### src/rtl/lsu_pkg.sv
// Shared definitions for the MEM-stage load/store unit: access widths, FSM states
// and the alignment rule applied when a request is accepted.
package lsu_pkg;

  localparam logic [1:0] DIGIT_WORD = 2'b00;
  localparam logic [1:0] DIGIT_HALF = 2'b01;
  localparam logic [1:0] DIGIT_BYTE = 2'b10;

  typedef enum logic [1:0] {
    IDLE = 2'b00,
    RD   = 2'b01,
    WR   = 2'b10,
    RESP = 2'b11
  } state_t;

  // Width 11 is illegal; word needs lane 0, half needs an even lane.
  function automatic logic access_ok(input logic [1:0] digit, input logic [1:0] lane);
    case (digit)
      DIGIT_WORD: access_ok = (lane == 2'b00);
      DIGIT_HALF: access_ok = ~lane[0];
      DIGIT_BYTE: access_ok = 1'b1;
      default:    access_ok = 1'b0;
    endcase
  endfunction

endpackage

### src/rtl/lsu_mem_access_if.sv
// Pipeline request/response and word-memory signals of the load/store unit.
// slave = the LSU itself; master = the pipeline/memory environment around it.
interface lsu_mem_access_if #(
  parameter int ADDR_W = 32
);
  logic              req_valid;
  logic              req_ready;
  logic              req_we;
  logic [1:0]        req_digit;
  logic              req_sign;
  logic [ADDR_W-1:0] req_addr;
  logic [31:0]       req_wdata;
  logic              resp_valid;
  logic [31:0]       resp_rdata;
  logic              resp_err;
  logic              mem_req;
  logic              mem_we;
  logic [ADDR_W-1:0] mem_addr;
  logic [31:0]       mem_wdata;
  logic              mem_ack;
  logic [31:0]       mem_rdata;

  modport slave (
    input  req_valid, req_we, req_digit, req_sign, req_addr, req_wdata, mem_ack, mem_rdata,
    output req_ready, resp_valid, resp_rdata, resp_err, mem_req, mem_we, mem_addr, mem_wdata
  );

  modport master (
    output req_valid, req_we, req_digit, req_sign, req_addr, req_wdata, mem_ack, mem_rdata,
    input  req_ready, resp_valid, resp_rdata, resp_err, mem_req, mem_we, mem_addr, mem_wdata
  );
endinterface

### src/rtl/lsu_lane_align.sv
// Little-endian lane logic: extracts/extends a load lane from a read word and
// merges store data into that lane. Purely combinational.
module lsu_lane_align
  import lsu_pkg::*;
(
  input  logic [1:0]  lane,
  input  logic [1:0]  digit,
  input  logic        sign,
  input  logic [31:0] rd_dat,
  input  logic [15:0] st_dat,
  output logic [31:0] load_dat,
  output logic [31:0] merge_dat
);

  logic [7:0]  byte_sel;
  logic [15:0] half_sel;

  always_comb begin
    byte_sel  = rd_dat[{lane, 3'b000} +: 8];
    half_sel  = rd_dat[{lane[1], 4'b0000} +: 16];
    load_dat  = rd_dat;
    merge_dat = rd_dat;
    case (digit)
      DIGIT_HALF: begin
        load_dat = {{16{sign & half_sel[15]}}, half_sel};
        merge_dat[{lane[1], 4'b0000} +: 16] = st_dat;
      end
      DIGIT_BYTE: begin
        load_dat = {{24{sign & byte_sel[7]}}, byte_sel};
        merge_dat[{lane, 3'b000} +: 8] = st_dat[7:0];
      end
      default: ;
    endcase
  end

endmodule

### src/rtl/lsu_mem_access.sv
// MEM-stage load/store unit against a word-only memory with req/ack handshake;
// sub-word stores are read-modify-write, waits are bounded by TIMEOUT cycles.
module lsu_mem_access
  import lsu_pkg::*;
#(
  parameter int TIMEOUT = 255,
  parameter int ADDR_W  = 32
) (
  input  logic            clk,
  input  logic            rst_n,
  lsu_mem_access_if.slave bus
);

  localparam logic [7:0] WAIT_LAST = 8'(TIMEOUT - 1);

  state_t      state;
  logic [7:0]  wait_cnt;
  logic [1:0]  lane_q;
  logic [1:0]  digit_q;
  logic        sign_q;
  logic        we_q;
  logic [15:0] wdata_q;
  logic [31:0] load_dat;
  logic [31:0] merge_dat;

  lsu_lane_align u_align (
    .lane      (lane_q),
    .digit     (digit_q),
    .sign      (sign_q),
    .rd_dat    (bus.mem_rdata),
    .st_dat    (wdata_q),
    .load_dat  (load_dat),
    .merge_dat (merge_dat)
  );

  always_ff @(posedge clk or negedge rst_n) begin
    if (!rst_n) begin
      state          <= IDLE;
      wait_cnt       <= 8'd0;
      lane_q         <= 2'b00;
      digit_q        <= 2'b00;
      sign_q         <= 1'b0;
      we_q           <= 1'b0;
      wdata_q        <= 16'd0;
      bus.req_ready  <= 1'b0;
      bus.resp_valid <= 1'b0;
      bus.resp_rdata <= 32'd0;
      bus.resp_err   <= 1'b0;
      bus.mem_req    <= 1'b0;
      bus.mem_we     <= 1'b0;
      bus.mem_addr   <= '0;
      bus.mem_wdata  <= 32'd0;
    end else begin
      case (state)
        IDLE: begin
          bus.req_ready <= 1'b1;
          if (bus.req_valid && bus.req_ready) begin
            bus.req_ready <= 1'b0;
            lane_q        <= bus.req_addr[1:0];
            digit_q       <= bus.req_digit;
            sign_q        <= bus.req_sign;
            we_q          <= bus.req_we;
            wdata_q       <= bus.req_wdata[15:0];
            if (!access_ok(bus.req_digit, bus.req_addr[1:0])) begin
              bus.resp_valid <= 1'b1;
              bus.resp_err   <= 1'b1;
              bus.resp_rdata <= 32'd0;
              state          <= RESP;
            end else begin
              bus.mem_req  <= 1'b1;
              bus.mem_addr <= {bus.req_addr[ADDR_W-1:2], 2'b00};
              wait_cnt     <= 8'd0;
              if (bus.req_we && bus.req_digit == DIGIT_WORD) begin
                bus.mem_we    <= 1'b1;
                bus.mem_wdata <= bus.req_wdata;
                state         <= WR;
              end else begin
                // Loads and sub-word stores both start with a read.
                bus.mem_we <= 1'b0;
                state      <= RD;
              end
            end
          end
        end

        RD: begin
          if (bus.mem_ack) begin
            wait_cnt <= 8'd0;
            if (we_q) begin
              bus.mem_we    <= 1'b1;
              bus.mem_wdata <= merge_dat;
              state         <= WR;
            end else begin
              bus.mem_req    <= 1'b0;
              bus.resp_valid <= 1'b1;
              bus.resp_err   <= 1'b0;
              bus.resp_rdata <= load_dat;
              state          <= RESP;
            end
          end else if (wait_cnt == WAIT_LAST) begin
            bus.mem_req    <= 1'b0;
            bus.resp_valid <= 1'b1;
            bus.resp_err   <= 1'b1;
            bus.resp_rdata <= 32'd0;
            state          <= RESP;
          end else begin
            wait_cnt <= wait_cnt + 8'd1;
          end
        end

        WR: begin
          if (bus.mem_ack || wait_cnt == WAIT_LAST) begin
            // Ack arriving on the final wait cycle still counts as success.
            bus.mem_req    <= 1'b0;
            bus.mem_we     <= 1'b0;
            bus.resp_valid <= 1'b1;
            bus.resp_err   <= ~bus.mem_ack;
            bus.resp_rdata <= 32'd0;
            state          <= RESP;
          end else begin
            wait_cnt <= wait_cnt + 8'd1;
          end
        end

        RESP: begin
          bus.resp_valid <= 1'b0;
          bus.resp_err   <= 1'b0;
          bus.req_ready  <= 1'b1;
          state          <= IDLE;
        end

        default: state <= IDLE;
      endcase
    end
  end

endmodule

### src/flat_wrapper.sv
// flat-port wrapper written by rule: the top's interface ports become plain ports
module lsu_mem_access_flat import lsu_pkg::*;
#(
  parameter int TIMEOUT = 255,
  parameter int ADDR_W  = 32
)
  (clk, rst_n, bus_req_valid, bus_req_we, bus_req_digit, bus_req_sign, bus_req_addr, bus_req_wdata, bus_mem_ack, bus_mem_rdata, bus_req_ready, bus_resp_valid, bus_resp_rdata, bus_resp_err, bus_mem_req, bus_mem_we, bus_mem_addr, bus_mem_wdata);
  lsu_mem_access_if #(.ADDR_W(ADDR_W)) bus_i ();
  input  logic clk;
  input  logic rst_n;
  input wire logic [$bits(bus_i.req_valid)-1:0] bus_req_valid;
  input wire logic [$bits(bus_i.req_we)-1:0] bus_req_we;
  input wire logic [$bits(bus_i.req_digit)-1:0] bus_req_digit;
  input wire logic [$bits(bus_i.req_sign)-1:0] bus_req_sign;
  input wire logic [$bits(bus_i.req_addr)-1:0] bus_req_addr;
  input wire logic [$bits(bus_i.req_wdata)-1:0] bus_req_wdata;
  input wire logic [$bits(bus_i.mem_ack)-1:0] bus_mem_ack;
  input wire logic [$bits(bus_i.mem_rdata)-1:0] bus_mem_rdata;
  output wire logic [$bits(bus_i.req_ready)-1:0] bus_req_ready;
  output wire logic [$bits(bus_i.resp_valid)-1:0] bus_resp_valid;
  output wire logic [$bits(bus_i.resp_rdata)-1:0] bus_resp_rdata;
  output wire logic [$bits(bus_i.resp_err)-1:0] bus_resp_err;
  output wire logic [$bits(bus_i.mem_req)-1:0] bus_mem_req;
  output wire logic [$bits(bus_i.mem_we)-1:0] bus_mem_we;
  output wire logic [$bits(bus_i.mem_addr)-1:0] bus_mem_addr;
  output wire logic [$bits(bus_i.mem_wdata)-1:0] bus_mem_wdata;
  assign bus_i.req_valid = bus_req_valid;
  assign bus_i.req_we = bus_req_we;
  assign bus_i.req_digit = bus_req_digit;
  assign bus_i.req_sign = bus_req_sign;
  assign bus_i.req_addr = bus_req_addr;
  assign bus_i.req_wdata = bus_req_wdata;
  assign bus_i.mem_ack = bus_mem_ack;
  assign bus_i.mem_rdata = bus_mem_rdata;
  assign bus_req_ready = bus_i.req_ready;
  assign bus_resp_valid = bus_i.resp_valid;
  assign bus_resp_rdata = bus_i.resp_rdata;
  assign bus_resp_err = bus_i.resp_err;
  assign bus_mem_req = bus_i.mem_req;
  assign bus_mem_we = bus_i.mem_we;
  assign bus_mem_addr = bus_i.mem_addr;
  assign bus_mem_wdata = bus_i.mem_wdata;
  lsu_mem_access #(.TIMEOUT(TIMEOUT), .ADDR_W(ADDR_W)) u_core (.clk(clk), .rst_n(rst_n), .bus(bus_i));
endmodule
### config.mk
export PLATFORM = sky130hd
export DESIGN_NAME = lsu_mem_access_flat
export DESIGN_NICKNAME = d
export VERILOG_FILES = /design/src/rtl/lsu_pkg.sv /design/src/rtl/lsu_mem_access_if.sv /design/src/rtl/lsu_lane_align.sv /design/src/rtl/lsu_mem_access.sv /design/src/flat_wrapper.sv
export SDC_FILE = /design/constraint.sdc
export NUM_CORES = 1
export LEC_CHECK = 0
export ABC_CLOCK_PERIOD_IN_PS = 2350
export BUFFER_PORTS_ARGS = -buffer_cell sky130_fd_sc_hd__buf_2
export CAP_MARGIN = 20
export CORE_MARGIN = 3
export CORE_UTILIZATION = 38
export CTS_BUF_LIST = sky130_fd_sc_hd__clkbuf_8
export CTS_CLUSTER_DIAMETER = 100
export DETAILED_ROUTE_END_ITERATION = 10
export GPL_TIMING_DRIVEN = 1
export MAX_ROUTING_LAYER = met4
export PLACE_DENSITY = 0.72
export REMOVE_ABC_BUFFERS = 1
export SYNTH_ARGS = -nofsm -noshare
export SYNTH_HDL_FRONTEND = slang
export SYNTH_HIERARCHICAL = 1
export SYNTH_SLANG_ARGS = --single-unit
### constraint.sdc
create_clock -name clk -period 2.35 [get_ports clk]
set_input_delay 0.47 -clock clk [delete_from_list [all_inputs] [get_ports clk]]
set_output_delay 0.47 -clock clk [all_outputs]
set_load 0.005 [all_outputs]
==> impl_metrics.tcl, run 1 <==
set metrics [dict create \
    place_congestion 0.968 \
    firstDrtPassIters 6 \
    io_pins 205 \
    gr-usage-all-layers 0.209 \
    synth.distinct_cells 55 \
    cts_tree "done" \
    start_kind "flop" \
    hold_viol 0 \
    drt-vias-per-instance 5.48 \
    async_flop_share 1.00 \
    dp_cells 1096 \
    ys_ff_latch 131 \
    fmax_mhz 447 \
    antenna_left 0 \
    outcome "finished, final reports clean" \
    total_power_mw 13.6 \
    hold_class "in -> reg" \
    cts.sinks 131 \
    rsz0062_at_grt "false" \
    cpMostUsedCell "mux2_2" \
    area_growth_pct 25.9 \
    syn_avg_cell_area_sq_um 11.6 \
    maxCapViolCount 0 \
    synth_top_area_cell "dfrtp_1" \
    root_buffer "clkbuf_8" \
    cts_buffers 17 \
    ys_warn_count 6 \
    die_w_um 147 \
    drive_gt1_frac 0.511 \
    grt_pass1_wl_mm 35.0 \
    finClkSkew_ns 0.0134 \
    syn_area_sq_mm 0.00754 \
    synth_area_leaders "dfrtp_1, mux2_2, a221o_1" \
    syn_inst 650 \
    post_cts_buffers 0 \
    required_ns 2.69 \
    core_sq_mm 0.0191 \
    wire_per_inst_um 19.5 \
    slew_headroom 0.608 \
    fin_cells 1138 \
    leakage_nw 4.74 \
    port_buffers 202 \
    finalSetupViolCount 0 \
    slowest_stage "dfrtp_2" \
    powerDensity_mw_per_mm2 1430 \
    grt_pass1_vias 6251 \
    dr_total_vias 6234 \
    worstPathArrival_ns 2.58 \
    clk_pin_slew_ns 0.09 \
    antenna_found_initial 7 \
    cts.path.max_buffers 2 \
    drt_iter0_markers 487 \
    overflow 0 \
    wirelength_mm 22.2 \
    start_util 0.395 \
    core.rowCount 50 \
    drv_slew 0 \
    htree_num_levels 4 \
    drc 0 \
    die-area_sq_mm 0.0216 \
    dp_hpwl_mm 16.1 \
    synth_top_area_frac 0.435 \
    worst_pin_slew_ns 0.584 \
    fin_crit_ns 2.24 \
    die_h_um 147 \
    crit_chain "inv_1, ha_1, nor2_1, and4_1, a221o_1, mux2_2, mux2_2" \
    vdd_drop_max_mv 0.732 \
    ys.flop_type "dfrtp_1" \
    nNetsFinal 974 \
    slowest_delay_ns 0.45 \
    period_share 0.951 \
    clk_latency_ns 0.46 \
    ys_seq_area_frac 0.435 \
    end_kind "flop" \
    synth_edf_count 0 \
    worstPathMaxFanout 8 \
    critPathKind "reg -> reg" \
    grt_start_max_net_pins 55 \
]
power breakdown:
group          internal (mW)  leakage (nW)  switching [mW]
Combinational           3.89          2.88            3.76
Clock                  0.996         0.211            1.07
Sequential              3.25          1.64           0.632
synth_stat cells (2+ instances only):
cell	count
a21boi_0	2
a222oi_1	6
ha_1	14
nand2_1	13
a2bb2oi_1	9
mux2_2	157
a31oi_1	3
o21ai_0	14
mux2i_1	24
a21o_1	18
nand2b_1	3
clkbuf_1	21
nor2b_1	12
o21ai_1	5
and3_1	34
buf_1	3
nor3_1	3
mux2_1	2
a32oi_1	8
a22o_1	7
a21oi_1	14
o2bb2ai_1	7
o31ai_1	7
and4_1	3
buf_6	5
inv_1	19
dfrtp_1	131
buf_4	2
nor2_1	34
a221o_1	25
nand3_1	4
buf_2	18
layout by cell type, fill, tap and decap left out, types with 3 or more instances in the layout:
cell / Yosys / routed
a21o_1: 18 / 18
a21oi_1: 14 / 14
a221o_1: 25 / 25
a222oi_1: 6 / 6
a22o_1: 7 / 7
a2bb2oi_1: 9 / 9
a31oi_1: 3 / 3
a32oi_1: 8 / 8
and3_1: 34 / 34
and4_1: 3 / 3
buf_12: 0 / 9
buf_2: 18 / 201
buf_4: 2 / 23
clkbuf_8: 0 / 17
dfrtp_1: 131 / 130
diode_2: 0 / 9
ha_1: 14 / 12
inv_1: 19 / 18
inv_6: 0 / 7
inv_8: 0 / 4
mux2_2: 157 / 157
mux2i_1: 24 / 24
nand2_1: 13 / 13
nand3_1: 4 / 3
nor2_1: 34 / 32
nor2b_1: 12 / 12
nor3_1: 3 / 3
o21ai_0: 14 / 14
o21ai_2: 0 / 3
o2bb2ai_1: 7 / 7
o31ai_1: 7 / 6
area by class of cell:
cell class	instances	area [sq um]
fill	1715	9590
tap	260	325
antenna	9	22.5
clock buffer	17	234
timing repair buffer	235	1380
multi-input combinational	452	4000
sequential	131	3280
inverter	19	71.3
clock inverter	15	183
per-layer routing:
metal	global-route usage	wire length, um
met5	-	0
met4	0.0359	143
met3	0.0660	2080
met2	0.331	10700
met1	0.270	9360
worst max-delay path: cells and delay by family, from the launching register on:
kind                       cells  cell delay (ns)
muxes                          2             0.52
DFF                            1             0.45
AOI/OAI and AO/OA              1             0.41
adders and majority gates      1             0.23
buffers and inverters          1             0.10
and+or+nand+nor                2             0.41
final timing paths:
path	start	endpoint	slack [ns]	cells past startpoint
setup / recovery	u_core/lane_q[1]	u_core/bus.mem_wdata[17]	0.11	7
hold reg to reg	u_core/bus.resp_rdata[17]	u_core/bus.resp_rdata[17]	0.51	1
max in group asynchronous	rst_n	u_core/bus.mem_req	1.22	3
setup reg to reg	u_core/lane_q[1]	u_core/bus.mem_wdata[17]	0.11	7
hold / removal	bus_req_addr[10]	u_core/bus.mem_addr[10]	0.24	2
min in group asynchronous	rst_n	u_core/bus.mem_wdata[11]	0.53	2
sequential cells by signal, indices dropped and copies added, names as in the netlist, 2 cells and up:
| register | cells |
|---|---|
| u_core/bus.mem_addr | 30 |
| u_core/bus.mem_wdata | 32 |
| u_core/digit_q | 2 |
| u_core/state | 2 |
| u_core/lane_q | 2 |
| u_core/wait_cnt | 8 |
| u_core/bus.resp_rdata | 32 |
| u_core/wdata_q | 16 |
per-stage QoR:
stage                     hold slack (ns)  setup WS [ns]  setup TNS (ns)  area (sq um)  utilization
after floorplan                     0.174          -1.47         -107.14          7300            -
after global placement              0.450         0.0927               0          9000        0.472
after detailed placement            0.449         0.0333               0          9000        0.472
after CTS                           0.208         0.0128               0          9430        0.494
after global routing                0.207         0.0213               0          9490        0.497
final                               0.239          0.115               0          9500        0.498
timing repair:
item / 4_1_cts / 5_1_grt
setup endpoints to repair: 0 / 23
hold buffers: 1 / 0
resized for setup: 0 / 9
hold endpoints to repair: 47 / 0
logic make-up (layout without fill, tap and decap cells):
group,after synthesis,after routing,synth area share
AND/OR/NAND/NOR,116,116,0.0839
multiplexers,184,184,0.271
flip-flops,131,131,0.435
AO/OA/AOI/OAI,136,136,0.144
adder cells (fa/ha/maj),14,14,0.0232
buffers and inverters,68,286,0.0428
other,1,11,0.000497
(Power assumes the default switching activity.)
==> inputs of run 2 (changes only) <==
--- a/config.mk
+++ b/config.mk
@@ -9,13 +9,13 @@
 export BUFFER_PORTS_ARGS = -buffer_cell sky130_fd_sc_hd__buf_2
 export CAP_MARGIN = 20
 export CORE_MARGIN = 3
-export CORE_UTILIZATION = 38
+export CORE_UTILIZATION = 50
 export CTS_BUF_LIST = sky130_fd_sc_hd__clkbuf_8
 export CTS_CLUSTER_DIAMETER = 100
 export DETAILED_ROUTE_END_ITERATION = 10
 export GPL_TIMING_DRIVEN = 1
 export MAX_ROUTING_LAYER = met4
-export PLACE_DENSITY = 0.72
+export PLACE_DENSITY = 0.89
 export REMOVE_ABC_BUFFERS = 1
 export SYNTH_ARGS = -nofsm -noshare
 export SYNTH_HDL_FRONTEND = slang
==> impl_metrics.tcl, run 2 (synthesis gave the netlist of run 1 again) <==
set metrics [dict create \
    outcome "finished, final reports clean" \
    fin_crit_ns 2.28 \
    grt_pass1_wl_mm 33.0 \
    start_util 0.515 \
    required_ns 2.69 \
    grt_start_max_net_pins 67 \
    fin_util 0.637 \
    slowest_stage "dfrtp_1" \
    total_power_mw 13.5 \
    grt_pass1_vias 6159 \
    place_congestion 1.00 \
    start_kind "flop" \
    powerDensity_mw_per_mm2 1440 \
    post-place-ws_ns -0.0140 \
    reg_top3 "u_core/bus.mem_wdata: 32 flops, u_core/bus.resp_rdata: 32 flops, u_core/bus.mem_addr: 30 flops" \
    drc 0 \
    die_h_um 129 \
    drt_iter0_markers 622 \
    core.rowCount 44 \
    worst_slack_ns 0.0665 \
    dr_total_vias 6314 \
    clk_pin_slew_ns 0.09 \
    end_kind "flop" \
    worstPathArrival_ns 2.63 \
    drt-vias-per-instance 5.99 \
    worstPathMaxFanout 12 \
    antenna_left 0 \
    dp_cells 1017 \
    vdd_drop_max_mv 0.906 \
    finalSetupViolCount 0 \
    setup-tns-final_ns 0 \
    die_w_um 129 \
    cpMostUsedCell "mux2_2" \
    maxCapViolCount 0 \
    cts_tree "done" \
    final_common_cell "buf_2" \
    io_pins 205 \
    area_growth_pct 23.6 \
    cts_buffers 17 \
    core_sq_mm 0.0146 \
    drive_gt1_frac 0.509 \
    mostFrequentLayoutCells "buf_2, mux2_2, dfrtp_1" \
    port_buffers 202 \
    finClkSkew_ns 0.0129 \
    cts.path.max_buffers 2 \
    fmax_mhz 438 \
    slowest_delay_ns 0.39 \
    leakage_nw 4.70 \
    gr-usage-all-layers 0.263 \
    crit_chain "inv_1, ha_4, buf_12, nor2_1, and4_2, a221o_1, mux2_2, mux2_2" \
    overflow 0 \
    slew_headroom 0.634 \
    rsz0062_at_grt "false" \
    critPathKind "reg -> reg" \
    dp_hpwl_mm 15.6 \
    die-area_sq_mm 0.0166 \
    worst_pin_slew_ns 0.544 \
    wirelength_mm 21.4 \
    fin_cells 1054 \
    hold_class "in -> reg" \
    clk_latency_ns 0.46 \
    wire_per_inst_um 20.3 \
    htree_num_levels 4 \
    hold_viol 0 \
    nNetsFinal 973 \
    cts.sinks 131 \
    root_buffer "clkbuf_8" \
    antenna_found_initial 1 \
    drv_slew 0 \
    period_share 0.972 \
    firstDrtPassIters 7 \
]
## run 2: cell types whose count changed in the layout (fill, tap and decap cells not counted), moves of 2 or more
cell / previous run / this run
clkinv_4: 1 / 3
clkinvlp_4: 1 / 3
buf_4: 23 / 21
bufinv_16: 2 / 0
and4_2: 0 / 2
diode_2: 9 / 2
and4_1: 3 / 1
## run 2: where the power goes
part / total [mW] / leakage (nW) / switching (mW) / internal, mW
Combinational: 7.75 / 2.87 / 3.83 / 3.92
Sequential: 3.90 / 1.64 / 0.643 / 3.25
Clock: 1.81 / 0.180 / 1.04 / 0.772
## run 2: worst paths after layout
| kind | cells after the start | slack, ns | to | start |
|---|---|---|---|---|
| min | 2 | 0.24 | u_core/bus.mem_addr[30] | bus_req_addr[30] |
| min in group asynchronous | 2 | 0.50 | u_core/bus.resp_rdata[23] | rst_n |
| max | 8 | 0.07 | u_core/bus.mem_wdata[21] | u_core/digit_q[0] |
| max in group asynchronous | 3 | 1.24 | u_core/wait_cnt[7] | rst_n |
| min reg2reg | 1 | 0.50 | u_core/wait_cnt[4] | u_core/wait_cnt[4] |
| max reg2reg | 8 | 0.07 | u_core/bus.mem_wdata[21] | u_core/digit_q[0] |
## run 2: through the flow
step,hold WS (ns),cell area [sq um]
2_1_floorplan,0.174,7300
3_3_place_gp,0.421,8890
3_5_place_dp,0.426,8890
4_1_cts,0.215,9280
5_1_grt,0.203,9320
6_report,0.238,9330
## run 2: what timing repair did
action / CTS / global route
setup endpoints to repair: 11 / 41
gates resized for setup: 5 / 5
buffers inserted: 0 / 2
hold buffers: 1 / 0
pin swaps: 0 / 1
hold endpoints to repair: 42 / 0
## run 2: metal layers
layer | vias up | GRT usage | share of wire
met1 | 3096 | 0.332 | 0.40
met2 | 325 | 0.416 | 0.49
met4 | 0 | 0.0655 | 0.015
met3 | 40 | 0.0768 | 0.094
met5 | - | - | 0
li1 | 2853 | - | -
## run 2: worst max-delay path: cells and delay by family, from the launching register on
kind / cells / cell delay (ns)
multiplexers: 2 / 0.53
buffers and inverters: 2 / 0.22
adder cells (fa/ha/maj): 1 / 0.29
AO/OA/AOI/OAI: 1 / 0.39
AND/OR/NAND/NOR: 2 / 0.35
flip-flops: 1 / 0.39
## run 2: final cells by class
class / instances / area (sq um)
Antenna cell: 2 / 5.00
Clock buffer: 17 / 234
Clock inverter: 15 / 135
Fill cell: 1145 / 5320
Inverter: 19 / 71.3
Multi-Input combinational cell: 452 / 4000
Sequential cell: 131 / 3280
Tap cell: 184 / 230
Timing Repair Buffer: 234 / 1380
==> inputs of run 3 (changes only) <==
--- a/config.mk
+++ b/config.mk
@@ -14,9 +14,9 @@
 export CTS_CLUSTER_DIAMETER = 100
 export DETAILED_ROUTE_END_ITERATION = 10
 export GPL_TIMING_DRIVEN = 1
-export MAX_ROUTING_LAYER = met4
 export PLACE_DENSITY = 0.89
 export REMOVE_ABC_BUFFERS = 1
+export SKIP_LAST_GASP = 1
 export SYNTH_ARGS = -nofsm -noshare
 export SYNTH_HDL_FRONTEND = slang
 export SYNTH_HIERARCHICAL = 1
==> impl_metrics.tcl, run 3 (synthesis gave the netlist of run 1 again) <==
set metrics [dict create \
    firstDrtPassIters 6 \
    met2_wirelength_mm 10.2 \
    die-area_sq_mm 0.0166 \
    cpMostUsedCell "mux2_2" \
    powerDensity_mw_per_mm2 1440 \
    fin_cells 1053 \
    wl_met1_mm 8.33 \
    drc 0 \
    core_sq_mm 0.0146 \
    cts_tree "done" \
    end_kind "flop" \
    gr-usage-all-layers 0.249 \
    die_w_um 129 \
    start_util 0.515 \
    worst_pin_slew_ns 0.574 \
    dp_cells 1018 \
    fin_util 0.636 \
    finalSetupViolCount 0 \
    post-place-ws_ns 0.0174 \
    leakage_nw 4.69 \
    htree_num_levels 4 \
    start_kind "flop" \
    clk_pin_slew_ns 0.09 \
    place_congestion 0.984 \
    final_common_cell "buf_2" \
    io_pins 205 \
    outcome "finished, final reports clean" \
    grt_start_max_net_pins 67 \
    drt-vias-per-instance 6.08 \
    mostFrequentLayoutCells "buf_2, mux2_2, dfrtp_1" \
    period_share 0.972 \
    routed-wl-met3_mm 2.11 \
    drv_slew 0 \
    crit_end "u_core/bus.mem_wdata[21]" \
    cts.sinks 131 \
    die_h_um 129 \
    grt_pass1_wl_mm 32.5 \
    grt_pass1_vias 6224 \
    hold_class "in -> reg" \
    cpLargestDelayFamily "multiplexers" \
    dp_hpwl_mm 15.4 \
    r2r_slack_ns 0.07 \
    antenna_found_initial 3 \
    area_growth_pct 23.5 \
    slew_headroom 0.614 \
    cp.depth 8 \
    dr_total_vias 6405 \
    startpoint "u_core/digit_q[0]" \
    top_layer "met5" \
    cts.path.max_buffers 2 \
    cts_buffers 17 \
    r2r-start "u_core/digit_q[0]" \
    required_ns 2.69 \
    critPathKind "reg -> reg" \
    drt_iter0_markers 598 \
    root_buffer "clkbuf_8" \
    wire_per_inst_um 20.2 \
    antenna_left 0 \
    worstPathMaxFanout 12 \
    vdd_drop_max_mv 0.771 \
    nNetsFinal 973 \
    slowest_delay_ns 0.39 \
    finClkSkew_ns 0.0132 \
    r2r_cells 8 \
    crit_chain "inv_1, ha_4, buf_12, nor2_1, and4_2, a221o_1, mux2_2, mux2_2" \
    slowest_stage "dfrtp_1" \
    maxCapViolCount 0 \
    overflow 0 \
    r2r_end "u_core/bus.mem_wdata[21]" \
    clk_latency_ns 0.45 \
    reg_top3 "u_core/bus.mem_wdata: 32 flops, u_core/bus.resp_rdata: 32 flops, u_core/bus.mem_addr: 30 flops" \
    wirelength_mm 21.2 \
    port_buffers 202 \
    hold_viol 0 \
    worstPathArrival_ns 2.62 \
    worst_slack_ns 0.0655 \
    drive_gt1_frac 0.510 \
    fin_crit_ns 2.28 \
    cp_num_buf_inv 2 \
    fmax_mhz 438 \
    core.rowCount 44 \
]
-- run 3: worst min-delay path by stage --
stage | slack [ns] | depth (start not counted) | to | startpoint
floorplan | 0.17 | 0 | u_core/bus.mem_addr[10] | rst_n
global placement | 0.45 | 1 | u_core/bus.resp_rdata[26] | rst_n
detailed placement | 0.47 | 1 | u_core/bus.resp_rdata[26] | rst_n
CTS | 0.22 | 2 | u_core/bus.mem_addr[17] | bus_req_addr[17]
global route | 0.22 | 2 | u_core/bus.mem_addr[17] | bus_req_addr[17]
finish | 0.25 | 2 | u_core/bus.mem_addr[14] | bus_req_addr[14]
-- run 3: per-stage QoR --
| stage | cell area, sq um | power, mW | hold slack, ns | TNS, ns |
|---|---|---|---|---|
| 2_1_floorplan | 7300 | 8.58 | 0.174 | -107.14 |
| 3_3_place_gp | 8880 | 11.1 | 0.454 | 0 |
| 3_5_place_dp | 8880 | 11.4 | 0.469 | 0 |
| 4_1_cts | 9270 | 13.3 | 0.222 | 0 |
| 5_1_grt | 9310 | 14.3 | 0.216 | -0.0350 |
| 6_report | 9310 | 13.4 | 0.247 | 0 |
-- run 3: area by class of cell --
class | count | area (sq um)
multi-input combinational | 452 | 3990
sequential | 131 | 3280
timing repair buffer | 234 | 1360
tap | 184 | 230
clock inverter | 15 | 146
inverter | 19 | 71.3
fill | 1148 | 5330
antenna | 1 | 2.50
clock buffer | 17 | 234
-- run 3: what timing repair did --
action,4_1_cts,5_1_grt
pin swaps,0,2
endpoints found under the hold margin,52,0
hold buffers,1,0
setup buffers,0,1
gates resized for setup,1,8
setup endpoints to repair,1,43
-- run 3: report_power, final --
group / internal [mW] / switching [mW]
logic: 3.89 / 3.80
clock network: 0.861 / 1.00
registers: 3.25 / 0.630
-- run 3: layer usage --
metal  global-route usage  vias to the layer above
li1                     -                     2854
met1                0.318                     3113
met2                0.402                      375
met3               0.0735                       59
met4               0.0951                        4
met5                    0                        -
